==> src/rtl/score_controller.sv <==
// Score sequencing controller: idle/run/over state machine, v_sync frame pacing,
// two-digit saturating BCD score, and session high score for the score sprite.
module score_controller #(
  parameter int unsigned FRAMES_PER_POINT = 80
) (
  input  logic       i_clk,
  input  logic       i_rst,
  input  logic       i_v_sync,
  input  logic       i_start,
  input  logic       i_collision,
  output logic [3:0] o_units,
  output logic [3:0] o_tens,
  output logic       o_tens_blank,
  output logic [3:0] o_high_units,
  output logic [3:0] o_high_tens,
  output logic [1:0] o_state,
  output logic       o_point
);

  typedef enum logic [1:0] {
    IDLE = 2'd0,
    RUN  = 2'd1,
    OVER = 2'd2
  } state_t;

  localparam logic [15:0] LAST_FRAME = 16'(FRAMES_PER_POINT - 1);

  state_t      state;
  logic        v_d;
  logic        vs_rise;
  logic [15:0] frame_cnt;

  assign vs_rise      = i_v_sync & ~v_d;
  assign o_state      = state;
  assign o_tens_blank = (o_tens == 4'd0);

  always_ff @(posedge i_clk) begin
    if (i_rst) begin
      state        <= IDLE;
      v_d          <= 1'b0;
      frame_cnt    <= 16'd0;
      o_units      <= 4'd0;
      o_tens       <= 4'd0;
      o_high_units <= 4'd0;
      o_high_tens  <= 4'd0;
      o_point      <= 1'b0;
    end else begin
      v_d     <= i_v_sync;
      o_point <= 1'b0;
      case (state)
        IDLE: begin
          o_units   <= 4'd0;
          o_tens    <= 4'd0;
          frame_cnt <= 16'd0;
          if (i_start) state <= RUN;
        end
        RUN: begin
          // A collision takes priority over a coincident frame rise.
          if (i_collision) begin
            state <= OVER;
            if ({o_tens, o_units} > {o_high_tens, o_high_units}) begin
              o_high_tens  <= o_tens;
              o_high_units <= o_units;
            end
          end else if (vs_rise) begin
            if (frame_cnt == LAST_FRAME) begin
              frame_cnt <= 16'd0;
              o_point   <= 1'b1;
              if ({o_tens, o_units} != 8'h99) begin
                if (o_units != 4'd9) begin
                  o_units <= o_units + 4'd1;
                end else begin
                  o_units <= 4'd0;
                  o_tens  <= o_tens + 4'd1;
                end
              end
            end else begin
              frame_cnt <= frame_cnt + 16'd1;
            end
          end
        end
        OVER: begin
          if (i_start) begin
            state     <= RUN;
            o_units   <= 4'd0;
            o_tens    <= 4'd0;
            frame_cnt <= 16'd0;
          end
        end
        default: state <= IDLE;
      endcase
    end
  end

endmodule

==> config.mk <==
export PLATFORM = sky130hd
export DESIGN_NAME = score_controller
export DESIGN_NICKNAME = d
export VERILOG_FILES = /design/src/rtl/score_controller.sv
export SDC_FILE = /design/constraint.sdc
export NUM_CORES = 1
export LEC_CHECK = 0
export ABC_AREA = 1
export CELL_PAD_IN_SITES_DETAIL_PLACEMENT = 0
export CELL_PAD_IN_SITES_GLOBAL_PLACEMENT = 1
export CORE_ASPECT_RATIO = 0.75
export CORE_MARGIN = 5
export CORE_UTILIZATION = 40
export CTS_CLUSTER_DIAMETER = 30
export CTS_CLUSTER_SIZE = 24
export DETAILED_ROUTE_END_ITERATION = 16
export GPL_ROUTABILITY_DRIVEN = 1
export PLACE_DENSITY_LB_ADDON = 0.3
export SYNTH_ARGS = -nofsm -noshare
export SYNTH_HDL_FRONTEND = slang
export SYNTH_SLANG_ARGS = --single-unit
==> constraint.sdc <==
create_clock -name i_clk -period 2.44 [get_ports i_clk]
set_clock_uncertainty 0.15 [all_clocks]
set_input_delay 0.244 -clock i_clk [delete_from_list [all_inputs] [get_ports i_clk]]
set_output_delay 0.244 -clock i_clk [all_outputs]
set_load 0.03 [all_outputs]
==> results.ini <==
[logic_synthesis]
yosys-top-cells-count=nand2_1, nor2_1, dfxtp_1
seq_area_frac_synth=0.326
async_flop_share=0
syn-num-nets=337
ys_warn_count=0
synth.avg_cell_area_um2=6.94
synthMostInstantiatedCell=nand2_1
synth.ff_latch_count=36
synth.area.top_cells=dfxtp_1, nand2_1, nor2_1, ha_1, a21oi_1
yosys.area.top_type=dfxtp_1
synth-edff-count=0
syn_inst=318
synth_top_area_share=0.326
ys.flop_type=dfxtp_1
yosysUniqueCellTypes=33
synthesis.area_mm2=0.00221

[sta]
hold_viol_final=0
timing.hold.ws_ps=335
fmax_mhz=455
finalMaxSlewViolations=0
fin_tns_setup_ps=0
period_minus_slack_ps=2200
setup-violations-final=0
rsz0062_at_grt=no
min_period_over_period=0.902
tightest_slew_ps=617
slew_headroom=0.588

[placement]
hpwlAfterDp_um=3890
place.gp.congestion=0.793
port_buffers=24

[floorplanning]
ioPinCount=25
rows=23
start_util=0.413
die_h_um=74.4
die-area_mm2=0.00712
die_w_um=95.8
core-area_mm2=0.00535

[worst_setup_path]
crit_path_start=o_units[1]
cp_data_required_time_ps=2510
rr_endpoint=o_high_units[3]
r2r_slack_ps=240
crit_type=reg2reg
start_kind=flop
worstSetupEndpoint=o_high_units[3]
slowest_delay_ps=450
crit_arrival_ps=2270
r2r-start=o_units[1]
path_common_cell=nand2_1
worstPathMaxFanout=16
reg2reg_depth=8
crit_chain=ha_1 -> a21oi_1 -> o21ai_0 -> nand2_1 -> nand3_1 -> nand3b_1 -> nand2_1 -> nor2_1
crit_path_top_delay_cell=nand3_1
cp-end-kind=flop

[power]
vdd.ir_drop.worst_mv=0.281
switchingPower_mw=0.546
power_frac_comb=0.296
pwr-share-seq=0.417
power_density_mw_per_mm2=595
internal_power_mw=1.01
clockPowerShare=0.286
leakage_nw=1.00
switching_share=0.350

[clock_tree]
clk_latency_ps=280
h-tree-depth=2
ctsHoldBuffers=0
clk_pin_slew_worst_paths_ps=70
cts_setup_buffers=0
clk_path_buf_depth=2
numCtsBuffers=5
cts_tree=built
cts_sinks=36
cts_resized=0
root_buffer=clkbuf_8

[min_path]
min_path_type=reg2reg
hp-start=frame_cnt[2]

[drt]
highest_layer=met4
drt-total-wl_um=5100
drt-wirelength-per-cell_um=12.1
drtIter0Drc=106
ant_nets=0
wl_met2_um=1960
wl_met3_um=272
wirelength_met1_um=2840
viasPerCell=4.80
num_vias=2025
first_pass_iters=4
drcViolationCount=0

[final_layout]
diodes=0
syn2layout_area_growth_pct=18.4
drive_gt1_frac=0.0865
filler_cell_count=572
final_nets=365

[flow_run]
drv_cap=0

[global_routing]
grt_pass1_wl_um=8830
antenna_found_initial=0
grt_overflow=0
grt_max_degree=17
grt_pass1_vias=1823
grt_usage=0.159

[outcome]
outcome=complete, no violations

## cell usage in the layout (no fill, tap or decap), drive strengths merged, types with 4 or more instances in the layout
master,n
nand3,26
ha,14
o21ai,13
clkdlybuf4s50,24
nor3,7
dfxtp,36
nand4,4
nor2,52
clkbuf,8
a21oi,30
nand2,72
inv,36
nor4,4
nand3b,4
or2,4
## flip-flops by register name (all words and copies together) (netlist names)
register	flops
frame_cnt	16
o_high_tens	4
o_high_units	4
o_tens	4
o_units	4
o_state	2
o_point	1
v_d	1
## area by class of cell
type                    instances  area, µm²  share of cell area
well taps                      75       93.8              0.0359
inverters                      37        139              0.0531
clock buffers                   8       90.1              0.0344
flip-flops and latches         36        721               0.276
repair buffers                 27        263               0.100
multi-input cells             239       1310               0.500
## worst min path at each step
stage,end,slack [ps],cells past startpoint
final,frame_cnt[2],330,2
after global placement,frame_cnt[2],320,2
after global routing,v_d,360,3
after CTS,frame_cnt[2],340,2
after floorplan,o_point,170,1
after detailed placement,frame_cnt[2],320,2
## logic make-up after synthesis
kind of cell / after synthesis / share of synthesized area
AOI/OAI and AO/OA: 45 / 0.110
xor gates and xnor gates: 4 / 0.0159
adders and majority gates: 14 / 0.0793
buffers and inverters: 43 / 0.0810
DFF: 36 / 0.326
and+or+nand+nor: 176 / 0.387
## power by group through the flow
stage | Combinational [mW] | Sequential, mW | Clock (mW)
floorplan | 0.282 | 0.712 | 0
global placement | 0.461 | 0.664 | 0
detailed placement | 0.462 | 0.664 | 0
CTS | 0.463 | 0.650 | 0.464
global route | 0.520 | 0.656 | 0.499
finish | 0.461 | 0.650 | 0.446
## per-layer routing
layer / GRT usage / up-vias
met2: 0.211 / 44
met5: 0 / -
li1: - / 1095
met3: 0.0374 / 2
met1: 0.247 / 884
met4: 0.0473 / 0
## per-stage QoR
step / instances / total power [mW] / worst slack, ps / cell area (µm²) / util
floorplan: 318 / 0.994 / 435 / 2210 / -
global placement: 414 / 1.12 / 282 / 2520 / 0.472
detailed placement: 414 / 1.13 / 289 / 2520 / 0.472
CTS: 422 / 1.58 / 277 / 2620 / 0.489
global route: 422 / 1.68 / 14.9 / 2620 / 0.489
finish: 422 / 1.56 / 240 / 2620 / 0.489
## critical path: cells and delay by family (launching register included)
kind	cells	cell delay, ps
flip-flops	1	430
adder cells (fa/ha/maj)	1	310
AND/OR/NAND/NOR	5	940
AO/OA/AOI/OAI	2	320
No activity file was read; power rests on OpenSTA's default activity.
